--- src/rtl/fetch_unit.sv ---
// Two-phase instruction fetch: FETCH reads imem, EXEC resolves next pc.
// Faults (fetch timeout, misaligned target) halt until reset.
module fetch_unit (
    input  logic        clk,
    input  logic        rst,
    input  logic        branch,
    input  logic        jump,
    input  logic        adr_r31,
    input  logic        zero,
    input  logic [31:0] imm_ext,
    input  logic [31:0] r31_data,
    input  logic        stall,
    input  logic        imem_ready,
    input  logic [31:0] imem_rdata,
    output logic        imem_req,
    output logic [31:0] imem_addr,
    output logic [31:0] instr,
    output logic        instr_valid,
    output logic [31:0] pc_plus4,
    output logic        fetch_err
);

    typedef enum logic [1:0] {
        IDLE,
        FETCH,
        EXEC,
        HALT
    } state_t;

    state_t      state, state_nx;
    logic [31:0] pc, pc_nx;
    logic [31:0] instr_q, instr_nx;
    logic [31:0] next_pc;
    logic [31:0] br_target;
    logic [31:0] jmp_target;
    logic [3:0]  wait_cnt, wait_nx;
    logic        err_q, err_nx;

    assign pc_plus4   = pc + 32'd4;
    assign br_target  = pc_plus4 + (imm_ext << 2);
    assign jmp_target = {pc_plus4[31:28], instr_q[25:0], 2'b00};

    always_comb begin
        next_pc = pc_plus4;
        if (adr_r31)
            next_pc = r31_data;
        else if (jump)
            next_pc = jmp_target;
        else if (branch && zero)
            next_pc = br_target;
    end

    always_comb begin
        state_nx = state;
        pc_nx    = pc;
        instr_nx = instr_q;
        wait_nx  = wait_cnt;
        err_nx   = err_q;
        case (state)
            IDLE: begin
                state_nx = FETCH;
                wait_nx  = 4'd0;
            end
            FETCH: begin
                if (imem_ready) begin
                    instr_nx = imem_rdata;
                    state_nx = EXEC;
                end else if (wait_cnt == 4'd14) begin
                    // fifteenth unanswered cycle: give up
                    wait_nx  = 4'd15;
                    err_nx   = 1'b1;
                    state_nx = HALT;
                end else begin
                    wait_nx = wait_cnt + 4'd1;
                end
            end
            EXEC: begin
                if (!stall) begin
                    if (next_pc[1:0] != 2'b00) begin
                        err_nx   = 1'b1;
                        state_nx = HALT;
                    end else begin
                        pc_nx    = next_pc;
                        wait_nx  = 4'd0;
                        state_nx = FETCH;
                    end
                end
            end
            HALT: begin
                state_nx = HALT;
            end
            default: begin
                state_nx = IDLE;
            end
        endcase
    end

    always_ff @(posedge clk or negedge rst) begin
        if (!rst) begin
            state    <= IDLE;
            pc       <= 32'd0;
            instr_q  <= 32'd0;
            wait_cnt <= 4'd0;
            err_q    <= 1'b0;
        end else begin
            state    <= state_nx;
            pc       <= pc_nx;
            instr_q  <= instr_nx;
            wait_cnt <= wait_nx;
            err_q    <= err_nx;
        end
    end

    assign imem_req    = (state == FETCH);
    assign instr_valid = (state == EXEC);
    assign imem_addr   = pc;
    assign instr       = instr_q;
    assign fetch_err   = err_q;

endmodule

--- config.mk ---
export PLATFORM = sky130hd
export DESIGN_NAME = fetch_unit
export DESIGN_NICKNAME = d
export VERILOG_FILES = /design/src/rtl/fetch_unit.sv
export SDC_FILE = /design/constraint.sdc
export NUM_CORES = 1
export LEC_CHECK = 0
export ABC_AREA = 0
export CAP_MARGIN = 20
export CORE_MARGIN = 2
export CORE_UTILIZATION = 25
export DETAILED_ROUTE_END_ITERATION = 8
export DONT_BUFFER_PORTS = 1
export GPL_ROUTABILITY_DRIVEN = 1
export SYNTH_ARGS = -nofsm -noshare
export SYNTH_HDL_FRONTEND = slang
export SYNTH_SLANG_ARGS = --single-unit
--- constraint.sdc ---
create_clock -name clk -period 4.6 [get_ports clk]
set_clock_uncertainty 0.05 [all_clocks]
set_input_delay 1.15 -clock clk [delete_from_list [all_inputs] [get_ports clk]]
set_output_delay 1.15 -clock clk [all_outputs]
set_load 0.01 [all_outputs]
# Word level (Yosys, flattened, before mapping)
# Cells that the tools add are included.
# classes
div_mod_pow	0
bitwise	2
n_mux	18
mul	0
n_reduce_logical	10
n_lt_le_gt_ge	0
shifts	0
addsub	3
eq_ne	10
# op_table
cell	n
$mux 32	3
$add 32x3->32 const B	1
$add 32x32->32	1
$mux 4	4
$pmux 4 s3	1
$mux 2	4
$pmux 2 s4	1
$ne 2x2->1 const B	3
$reduce_and 5->1	1
$add 4x1->4 const B	1
$eq 2x2->1 const B	2
$eq 4x4->1 const B	1
$mux 1	4
$ne 2x1->1 const B	2
$reduce_and 2->1	2
$reduce_and 4->1	1
$reduce_bool 2->1	2
$ne 3x2->1 const B	1
$reduce_and 3->1	1
$reduce_bool 3->1	1
$eq 2x1->1 const B	1
$logic_not 2->1	1
$not 1->1	2
$pmux 1 s2	1
$logic_and 1x1->1	1
# totals
reg_bits	71
romBits	0
latchBits	0
mem_bits_rw	0
in_bits	104
out_inout_bits	99
mem_count	0

# Longest topological paths before layout
# Gate-level depths: netlist (run 1).
# depth
ltp_word	9
depth_mapped	16
depth_no_buf	16

# Worst setup path before layout (run 1)
# OpenSTA, ideal clock, no wires.
# synth_path
kind	flip-flop to flip-flop
start	register pc[2] (netlist: imem_addr[2])
end	register pc[31] (netlist: imem_addr[31])
path_buffers	0
setup_slack_ns	0.573
required_ns	4.424
setup_ns	0.126
t_arrival_ns	3.851
stages_incl_launch_ff	17
path_cell_list	dfrtp_1 -> ha_1 -> and4_2 -> nand4_1 -> or3_1 -> nor2_1 -> xor2_1 -> ha_1 -> a21o_1 -> a21oi_1 -> inv_1 -> a21oi_1 -> nand3_1 -> mux4_1 -> and3_1 -> nand3_1 -> o22ai_1
# synth_between
elab_chain_len	5
# synth_lines
item	line	source
start, declared	31	logic [31:0] pc, pc_nx;
start signal, assigned	107	pc <= pc_nx;
$add 32x3->32	39	assign pc_plus4 = pc + 32'd4;
net pc_plus4[28]	19	output logic [31:0] pc_plus4,
$add 32x32->32	40	assign br_target = pc_plus4 + (imm_ext << 2);
$mux 32	49	else if (branch && zero)
$mux 32	47	else if (jump)
$mux 32	45	if (adr_r31)
# The timed path passes the listed nets, and every way through them passes these cells.
# A chain may end at the register's enable or synchronous reset.

# Worst setup path in the final report (run 1)
# layout_path
start	register pc[2] (netlist: imem_addr[2])
end	register pc[31] (netlist: imem_addr[31])
# layout_between
elab_chain_len	5
# layout_lines
item	line
$add 32x3->32 (*)	39
$add 32x32->32	40
$mux 32	49
$mux 32 (*)	47
$mux 32 (*)	45
# Every way passes the cells marked *; elsewhere a longest branch is shown, timed or not.

==> impl_results.md, run 1 <==
- Syn-to-layout area delta: 12.2%
- Setup crit start kind: flip-flop
- Sequential Area: 1780 µm²
- RSZ-0062 raised after global routing: no
- Register area share after synthesis: 0.309
- VDD IR-drop max: 0.000292 V
- WL/cell: 20.4 µm
- Power per cell area: 657 nW/µm²
- Worst min path class: input port to async pin
- First-pass GRT wire length: 29600 µm
- DRC Markers: 0
- Gr ovfl total: 0
- CTS Hold Bufs: 0
- Final worst-path setup slack: 0.324 ns
- Crit end category: flip-flop
- Max FO, Critical Path: 6
- Clock Tree Buf Depth: 2
- Num CTS Buffers: 9
- FP Rows: 55
- Vias in the first global route: 4982
- Clk Latency, worst-skew pair: 0.33 ns
- Horiz. Die Dim: 156 µm
- Synth Net Count: 817
- Busiest grt layer: met2
- First drt pass iteration count: 5
- Fmax: 234 MHz
- Area of the multi-input gates: 3800 µm²
- Crit Path Class: flip-flop to flip-flop
- Flops & latches, synth: 71
- Cells after Synth: 674
- Post-synth top area cell: dfrtp_1
- Status: finished clean
- CP max stage cell: mux4_1
- GR met2 Demand/Resource: 0.247
- Largest cells by area after synthesis: dfrtp_1, ha_1, mux2_2
- # setup viols final: 0
- Detailed placement HPWL: 15800 µm
- Die H: 156 µm
- Nets: 822
- CORE AREA: 22600 µm²
- Final Hold Fails: 0
- Post-CTS Setup Bufs: 0
- Routed Antenna Nets: 0
- Synthesized area per cell: 8.52 µm²
- Ports: 203
- CP arrival: 4.44 ns
- Fill cell count: 2418
- EDFF count, synth: 0
- Top-area cell type share of the netlist area: 0.309
- Setup TNS: 0 ns
- H-tree level count: 3
- Max-slew headroom: 0.502
- Number of synthesis warnings: 0
- Post-synthesis async set-or-reset flop share: 1.00
- Dpl ws: 0.255 ns
- Antenna violations before repair: 4
- Crit-path leading delay family: simple AND/OR/NAND/NOR gates
- Crit path largest cell delay: 0.51 ns
- Leakage: 0.00282 µW
- CTS tree: yes
- Vias per cell: 5.35
- Post-Synthesis Cell Area: 5740 µm²
- Clock Tree Root: clkbuf_16
- Die area: 24200 µm²
- GPL Wtd Cong: 0.908
- Worst-path clk slew: 0.06 ns
- Grt met1 use: 0.211
- Vias: 5197
- Final Max Slew Viols: 0
- Fin crit share: 0.930
- Starting Density: 0.254
- Starting DRT DRC Count: 287
- Worst-margin pin slew: 0.741 ns
- Cell Chain, Critical Path: ha_1, and4_2, nand4_1, or3_1, nor2_1, xor2_1, ha_1, a21o_1, a21oi_1, inv_1, a21oi_2, nand3_1, mux4_1, and3_1, nand3_1, o22ai_1
- Final min period: 4.28 ns
- Layout cells sized above 1: 0.132
- GRT Total Usage: 0.160
- Max-Cap Viols: 0
- Post_cts resized: 0
- GR Util met3: 0.0500
- # clock sinks: 71
- WP buf/inv: 1
- Synth cell types: 66
- Largest net degree at the start of global routing: 72
- Drt total wl: 19800 µm
- Port buffer count: 0
- Final Util: 0.285
- Worst path required time: 4.76 ns
- Synth Flop Type: dfrtp_1
[Yosys cell counts, types with 2 or more instances]
library cell,count
buf_1,5
nand2_1,75
clkbuf_1,18
and2_1,4
nand3b_1,4
a221oi_1,4
xor2_1,21
nand4_1,9
xnor2_1,24
or3_1,7
o211a_1,3
a311oi_1,2
o22ai_1,8
nand4_4,2
and3_2,3
nor2_1,64
a31oi_1,8
dfrtp_1,71
nand2b_1,6
nor3_1,10
a211o_1,2
mux2i_1,3
nand3_1,26
nor2b_1,3
o21bai_1,4
a21o_1,15
buf_4,2
o311a_1,3
a21oi_1,62
o221ai_1,3
o311ai_0,2
a22oi_1,2
o211ai_1,14
o21ai_0,39
mux2_2,34
ha_1,38
a211oi_1,5
o21a_1,3
inv_1,17
and3_1,17
buf_2,3
o31ai_1,5
[metrics by stage]
stage	instances	total power, µW	hold WS, ns	instance area, µm²
after floorplan	674	2900	0.442	5740
final	972	4230	0.458	6440
after detailed placement	953	3560	0.478	6150
after CTS	969	4230	0.445	6430
after global routing	969	4560	0.439	6430
after global placement	953	3530	0.473	6150
[power by group]
part	total [µW]	internal [µW]	leakage, µW	switching (µW)
Clock	650	379	0.000132	271
Sequential	1430	896	0.000872	538
Combinational	2150	909	0.00181	1240
[kinds of logic after synthesis]
kind of cell / after synthesis / synth area share
AOI/OAI and AO/OA: 197 / 0.223
adders and majority gates: 39 / 0.0863
muxes: 38 / 0.0765
xor gates and xnor gates: 46 / 0.0714
and+or+nand+nor: 238 / 0.203
DFF: 71 / 0.309
buffers and inverters: 45 / 0.0314
[flip-flops by register name, summed over array words and instances, names as in the netlist]
register and count:
imem_addr 32, instr 32, wait_cnt 4, state 2
fetch_err 1
[layout by cell type, fill, tap and decap left out, types with 21 or more instances in the layout]
cell type and count:
o21ai_0 39, nand3_1 26, nand2_1 75, a21oi_1 61, nor2_1 64, dfrtp_1 71
mux2_2 34, ha_1 38, buf_4 22, xnor2_1 24, xor2_1 21
[metal layers]
layer	share of wire	wire length (µm)
met3	0.081	1610
met1	0.44	8670
met5	0.00035	7
met4	0.027	528
met2	0.45	9020
[cell type report]
type,count,area share
Antenna cell,3,0.00117
Clock buffer,11,0.0377
Clock inverter,5,0.00524
Inverter,17,0.00990
Multi-Input combinational cell,558,0.589
Sequential cell,71,0.276
Tap cell,285,0.0554
Timing Repair Buffer,22,0.0256
[final timing paths]
| kind | start | end | slack (ns) | depth (start not counted) |
|---|---|---|---|---|
| min in group clk | fetch_err | fetch_err | 0.49 | 1 |
| max reg2reg | imem_addr[2] | imem_addr[31] | 0.32 | 16 |
| max in group asynchronous | rst | instr[30] | 3.89 | 0 |
| min | rst | instr[1] | 0.46 | 0 |
| max | imem_addr[2] | imem_addr[31] | 0.32 | 16 |
| min reg2reg | fetch_err | fetch_err | 0.49 | 1 |
No activity file was read; power rests on OpenSTA's default activity.
==> run 2: changes to the inputs <==
--- a/config.mk
+++ b/config.mk
@@ -9,6 +9,7 @@
 export CAP_MARGIN = 20
 export CORE_MARGIN = 2
 export CORE_UTILIZATION = 25
+export CTS_BUF_LIST = sky130_fd_sc_hd__clkbuf_16
 export DETAILED_ROUTE_END_ITERATION = 8
 export DONT_BUFFER_PORTS = 1
 export GPL_ROUTABILITY_DRIVEN = 1
==> run 2 against run 1 <==
- first-iteration DRC count grew 0.70%
- setup slack is essentially flat
- count of clock-buffer cells in the layout shrank 2
- design area shrank 0.16%
- critical path depth is the same
- cell count is the same
- largest cell class unchanged
- core utilization is essentially flat
- routed wire length is the same
- register-to-register slack is essentially flat
- hold slack is essentially flat
==> impl_results.md, run 2 (synthesis gave the netlist of run 1 again) <==
- Reg power frac: 0.340 (about the same)
- Fmax: 234 MHz (about the same)
- Setup crit start kind: flip-flop
- Starting DRT DRC Count: 289 (+0.70%)
- VDD IR-drop max: 0.000292 V (about the same)
- Nets: 822 (unchanged)
- Max FO, Critical Path: 6 (unchanged)
- Die area: 24200 µm² (unchanged)
- Final Hold Fails: 0 (unchanged)
- Commonest cells after routing, fill and taps aside: nand2_1, dfrtp_1, nor2_1
- # setup viols final: 0 (unchanged)
- CTS tree: yes
- Crit end category: flip-flop
- DRC Markers: 0 (unchanged)
- Clock Tree Buf Depth: 2 (unchanged)
- Worst reg2reg path endpoint: imem_addr[31]
- Post_cts resized: 0 (unchanged)
- Max-slew headroom: 0.503 (+0.00113)
- Die H: 156 µm (unchanged)
- Most common cell after layout, fill and taps aside: nand2_1
- R2R depth: 16 (unchanged)
- Cell Area, Placed: 6150 µm² (unchanged)
- FF-to-FF Start: imem_addr[2]
- Power per cell area: 655 nW/µm² (-0.29%)
- Worst-margin pin slew: 0.740 ns (-0.00168 ns)
- Syn-to-layout area delta: 12.0%
- Worst-path clk slew: 0.06 ns (about the same)
- Final worst-path setup slack: 0.325 ns (+0.000421 ns)
- First drt pass iteration count: 5 (unchanged)
- Routed Antenna Nets: 0 (unchanged)
- Num CTS Buffers: 9 (unchanged)
- Fin crit share: 0.929 (about the same)
- Vias: 5204 (+0.13%)
- Post-CTS Setup Bufs: 0 (unchanged)
- Final min period: 4.28 ns (-0.000421 ns)
- Vias per cell: 5.35 (+0.13%)
- Horiz. Die Dim: 156 µm (unchanged)
- Drt total wl: 19800 µm (unchanged)
- Layout cells sized above 1: 0.130 (-0.00146)
- Cell Chain, Critical Path: ha_1, and4_2, nand4_1, or3_1, nor2_1, xor2_1, ha_1, a21o_1, a21oi_1, inv_1, a21oi_2, nand3_1, mux4_1, and3_1, nand3_1, o22ai_1
- Reg2reg setup slack: 0.32 ns (about the same)
- GPL Wtd Cong: 0.908 (unchanged)
- Port buffer count: 0 (unchanged)
- Antenna violations before repair: 4 (unchanged)
- Sw Pwr: 2050 µW (about the same)
- Vias in the first global route: 4982 (unchanged)
- Final Max Slew Viols: 0 (unchanged)
- Worst path required time: 4.76 ns (about the same)
- H-tree level count: 3 (unchanged)
- CTS Hold Bufs: 0 (unchanged)
- First-pass GRT wire length: 29600 µm (unchanged)
- Clock Tree Root: clkbuf_16
- Leakage: 0.00282 µW (about the same)
- Clock share of power: 0.150 (-0.004)
- WL/cell: 20.4 µm (unchanged)
- Status: finished clean
- Combinational Power Share: 0.510 (+0.002)
- Fill cell count: 2419 (+0.041%)
- CP max stage cell: mux4_1
- Ports: 203 (unchanged)
- Max-Cap Viols: 0 (unchanged)
- Dpl ws: 0.255 ns (unchanged)
- Starting Density: 0.254 (unchanged)
- FP Rows: 55 (unchanged)
- CORE AREA: 22600 µm² (unchanged)
- Sw frac: 0.486 (+0.00218)
- Clk Latency, worst-skew pair: 0.33 ns (about the same)
- RSZ-0062 raised after global routing: no
- Crit Path Class: flip-flop to flip-flop
- Int Power: 2170 µW (-0.87%)
- Detailed placement HPWL: 15800 µm (unchanged)
- Setup TNS: 0 ns (unchanged)
- CP arrival: 4.44 ns (about the same)
- # clock sinks: 71 (unchanged)
- Worst min path class: input port to async pin
- Largest net degree at the start of global routing: 72 (unchanged)
- Crit path largest cell delay: 0.51 ns (about the same)
- Fin area: 6430 µm² (-0.16%)
- GRT Total Usage: 0.160 (unchanged)
- Gr ovfl total: 0 (unchanged)
run 2: changes by cell type in the layout (fill, tap and decap cells not counted):
cell,previous run,this run
clkbuf_1,1,0
clkbuf_8,1,0
clkinv_1,0,1
inv_1,17,18
run 2: power groups by stage:
stage	Combinational, µW	Sequential [µW]	Clock, µW
3_5_place_dp	2110	1450	0
6_report	2150	1430	631
4_1_cts	2130	1440	649
2_1_floorplan	1620	1280	0
3_3_place_gp	2090	1440	0
5_1_grt	2390	1470	678
run 2: worst max-delay path, delay by kind of cell (launching register included):
kind | cells | cell delay (ns)
compound gates | 4 | 0.69
xor+xnor | 1 | 0.22
fa+ha+maj | 2 | 0.58
buf+inv | 1 | 0.07
flops | 1 | 0.48
mux | 1 | 0.51
simple gates | 7 | 1.56
run 2: metal layers:
| layer | vias to the layer above | GRT usage | wire, µm |
|---|---|---|---|
| li1 | 2487 | - | - |
| met1 | 2504 | 0.211 | 8660 |
| met2 | 185 | 0.247 | 9030 |
| met3 | 26 | 0.0500 | 1600 |
| met4 | 2 | 0.0550 | 528 |
| met5 | - | 0 | 7 |
run 2: worst max-delay path by stage:
stage / start / end / slack, ns / depth (start not counted)
floorplan: imem_addr[2] / imem_addr[31] / 0.57 / 16
detailed placement: imem_addr[3] / imem_addr[31] / 0.26 / 16
CTS: imem_addr[2] / imem_addr[31] / 0.25 / 16
global placement: imem_addr[2] / imem_addr[31] / 0.33 / 16
finish: imem_addr[2] / imem_addr[31] / 0.32 / 16
global route: imem_addr[2] / imem_addr[31] / 0.1 / 16
run 2: per-stage QoR:
step,power (µW),utilization,cells,hold slack [ns]
after detailed placement,3560,0.273,953,0.478
final,4210,0.285,972,0.458
after global placement,3530,0.273,953,0.473
after CTS,4210,0.284,969,0.445
after global routing,4540,0.285,969,0.439
after floorplan,2900,-,674,0.442
run 2: final cells by class:
class / instances / area (µm²) / area share
timing repair buffer: 22 / 165 / 0.0257
clock buffer: 9 / 225 / 0.0350
tap: 285 / 357 / 0.0554
multi-input combinational: 558 / 3800 / 0.590
antenna: 3 / 7.51 / 0.00117
sequential: 71 / 1780 / 0.276
inverter: 17 / 63.8 / 0.00992
clock inverter: 7 / 41.3 / 0.00642
==> run 3: changes to the inputs <==
--- a/config.mk
+++ b/config.mk
@@ -7,7 +7,6 @@
 export LEC_CHECK = 0
 export ABC_AREA = 0
 export CAP_MARGIN = 20
-export CORE_MARGIN = 2
 export CORE_UTILIZATION = 25
 export CTS_BUF_LIST = sky130_fd_sc_hd__clkbuf_16
 export DETAILED_ROUTE_END_ITERATION = 8
==> run 3 against run 2 <==
- combinational power about the same
- flip-flop and latch count did not move
- clock power rose by 11%
- non-clock buffer count fell by 2
- first-iteration DRC count is 17% higher
- setup slack better by 0.024 ns
- critical path type unchanged
- routed wire length down 2.2%
- design area increased by 0.19%
- sequential power is essentially flat
==> impl_results.md, run 3 (synthesis gave the netlist of run 1 again) <==
- Clock Tree Root: clkbuf_16
- Horiz. Die Dim: 154 µm (-1.3%)
- Cell Chain, Critical Path: ha_1, and4_2, nand4_1, or3_1, nor2_1, xor2_1, ha_1, a21o_1, a21oi_1, inv_1, a21oi_2, nand3_1, mux4_1, and3_1, nand3_1, o22ai_1
- Clock Tree Buf Depth: 2 (unchanged)
- Max-slew headroom: 0.518 (+0.0150)
- Fmax: 235 MHz (+0.56%)
- Nets: 820 (-0.24%)
- Die area: 23600 µm² (-2.6%)
- Worst min path class: input port to async pin
- First drt pass iteration count: 4 (-1)
- Final min period: 4.25 ns (-0.0239 ns)
- First-pass GRT wire length: 29600 µm (about the same)
- End of the critical path: imem_addr[31]
- WL/cell: 20.0 µm (-1.8%)
- Max FO, Critical Path: 6 (unchanged)
- Worst path required time: 4.77 ns (about the same)
- Sw frac: 0.481 (-0.00557)
- R2R depth: 16 (unchanged)
- H-tree level count: 3 (unchanged)
- GPL Wtd Cong: 0.936 (+3.0%)
- CP max stage cell: mux4_1
- Reg2reg setup slack: 0.35 ns (+0.02 ns)
- CTS Hold Bufs: 0 (unchanged)
- Crit end category: flip-flop
- Worst reg2reg path endpoint: imem_addr[31]
- VDD IR-drop max: 0.000260 V (-11%)
- Fin area: 6440 µm² (+0.19%)
- CP arrival: 4.42 ns (-0.02 ns)
- Setup crit start kind: flip-flop
- Syn-to-layout area delta: 12.2%
- Drt total wl: 19400 µm (-2.2%)
- Status: finished clean
- GRT Total Usage: 0.164 (+0.00428)
- Crit. Startpoint: imem_addr[3]
- Largest net degree at the start of global routing: 72 (unchanged)
- Reg power frac: 0.336 (-0.004)
- Antenna violations before repair: 4 (unchanged)
- Starting Density: 0.254 (unchanged)
- Max-Cap Viols: 0 (unchanged)
- Worst-path clk slew: 0.07 ns (about the same)
- Commonest cells after routing, fill and taps aside: nand2_1, dfrtp_1, nor2_1
- Leakage: 0.00282 µW (+0.19%)
- FF-to-FF Start: imem_addr[3]
- Sw Pwr: 2050 µW (about the same)
- Detailed placement HPWL: 15400 µm (-2.2%)
- RSZ-0062 raised after global routing: no
- Starting DRT DRC Count: 338 (+17%)
- Final Hold Fails: 0 (unchanged)
- Routed Antenna Nets: 0 (unchanged)
- Power per cell area: 662 nW/µm² (+0.99%)
- Ports: 203 (unchanged)
- Port buffer count: 0 (unchanged)
- Worst-margin pin slew: 0.721 ns (-0.0186 ns)
- # setup viols final: 0 (unchanged)
- Clock share of power: 0.165 (+0.015)
- FP Rows: 55 (unchanged)
- Vias in the first global route: 5012 (+0.60%)
- Cell Area, Placed: 6140 µm² (-0.24%)
- Vias per cell: 5.28 (-1.3%)
- # clock sinks: 71 (unchanged)
- Die H: 154 µm (-1.3%)
- CORE AREA: 22600 µm² (unchanged)
- Gr ovfl total: 0 (unchanged)
- Fin crit share: 0.924 (-0.00519)
- Combinational Power Share: 0.499 (-0.011)
- Crit Path Class: flip-flop to flip-flop
- Int Power: 2210 µW (+2.3%)
- Setup TNS: 0 ns (unchanged)
- Crit path largest cell delay: 0.51 ns (about the same)
- Vias: 5114 (-1.7%)
- Final Max Slew Viols: 0 (unchanged)
- Clk Latency, worst-skew pair: 0.34 ns (about the same)
- Most common cell after layout, fill and taps aside: nand2_1
- Hold WS: 0.455 ns (-0.00353 ns)
- Final Util: 0.286 (+0.000554)
- Num CTS Buffers: 9 (unchanged)
- DRC Markers: 0 (unchanged)
- CTS tree: yes
- Layout cells sized above 1: 0.130 (+0.000382)
## run 3: area by class of cell
class                      count  area, µm²
clock buffer                   9        225
tap                          285        357
antenna                        1       2.50
multi-input combinational    558       3800
sequential                    71       1780
inverter                      17       63.8
clock inverter                 7       73.8
fill                        2412      16100
timing repair buffer          20        150
## run 3: worst min path at each step
stage,startpoint,to,slack [ns]
2_1_floorplan,state[1],state[1],0.44
3_3_place_gp,state[1],state[1],0.47
3_5_place_dp,fetch_err,fetch_err,0.48
4_1_cts,rst,imem_addr[31],0.44
5_1_grt,rst,imem_addr[31],0.43
6_report,rst,imem_addr[31],0.45
## run 3: routing by layer
metal	GRT usage	wire length (µm)
met1	0.212	8660
met2	0.255	8690
met3	0.0555	1580
met4	0.0552	459
met5	0	8
## run 3: power by group through the flow
stage          clock network [µW]  logic (µW)  registers, µW
2_1_floorplan                   0        1620           1280
3_3_place_gp                    0        2070           1440
3_5_place_dp                    0        2090           1450
4_1_cts                       723        2110           1440
5_1_grt                       743        2370           1480
6_report                      701        2130           1430
## run 3: worst max-delay path, delay by kind of cell, from the launching register on
kind | cells | cell delay [ns]
compound gates | 4 | 0.65
flops | 1 | 0.48
buf+inv | 1 | 0.07
mux | 1 | 0.51
fa+ha+maj | 2 | 0.58
xor+xnor | 1 | 0.22
simple gates | 7 | 1.57
## run 3: through the flow
stage	cells	setup slack, ns	power (µW)
finish	968	0.349	4260
floorplan	674	0.573	2900
detailed placement	951	0.268	3540
global placement	951	0.318	3510
global route	967	0.0813	4590
CTS	967	0.272	4270
## run 3: what timing repair did
| action | in CTS | in global routing |
|---|---|---|
| buffers inserted | 0 | 0 |
| gates resized for setup | 0 | 1 |
| endpoints found under the setup margin | 0 | 1 |
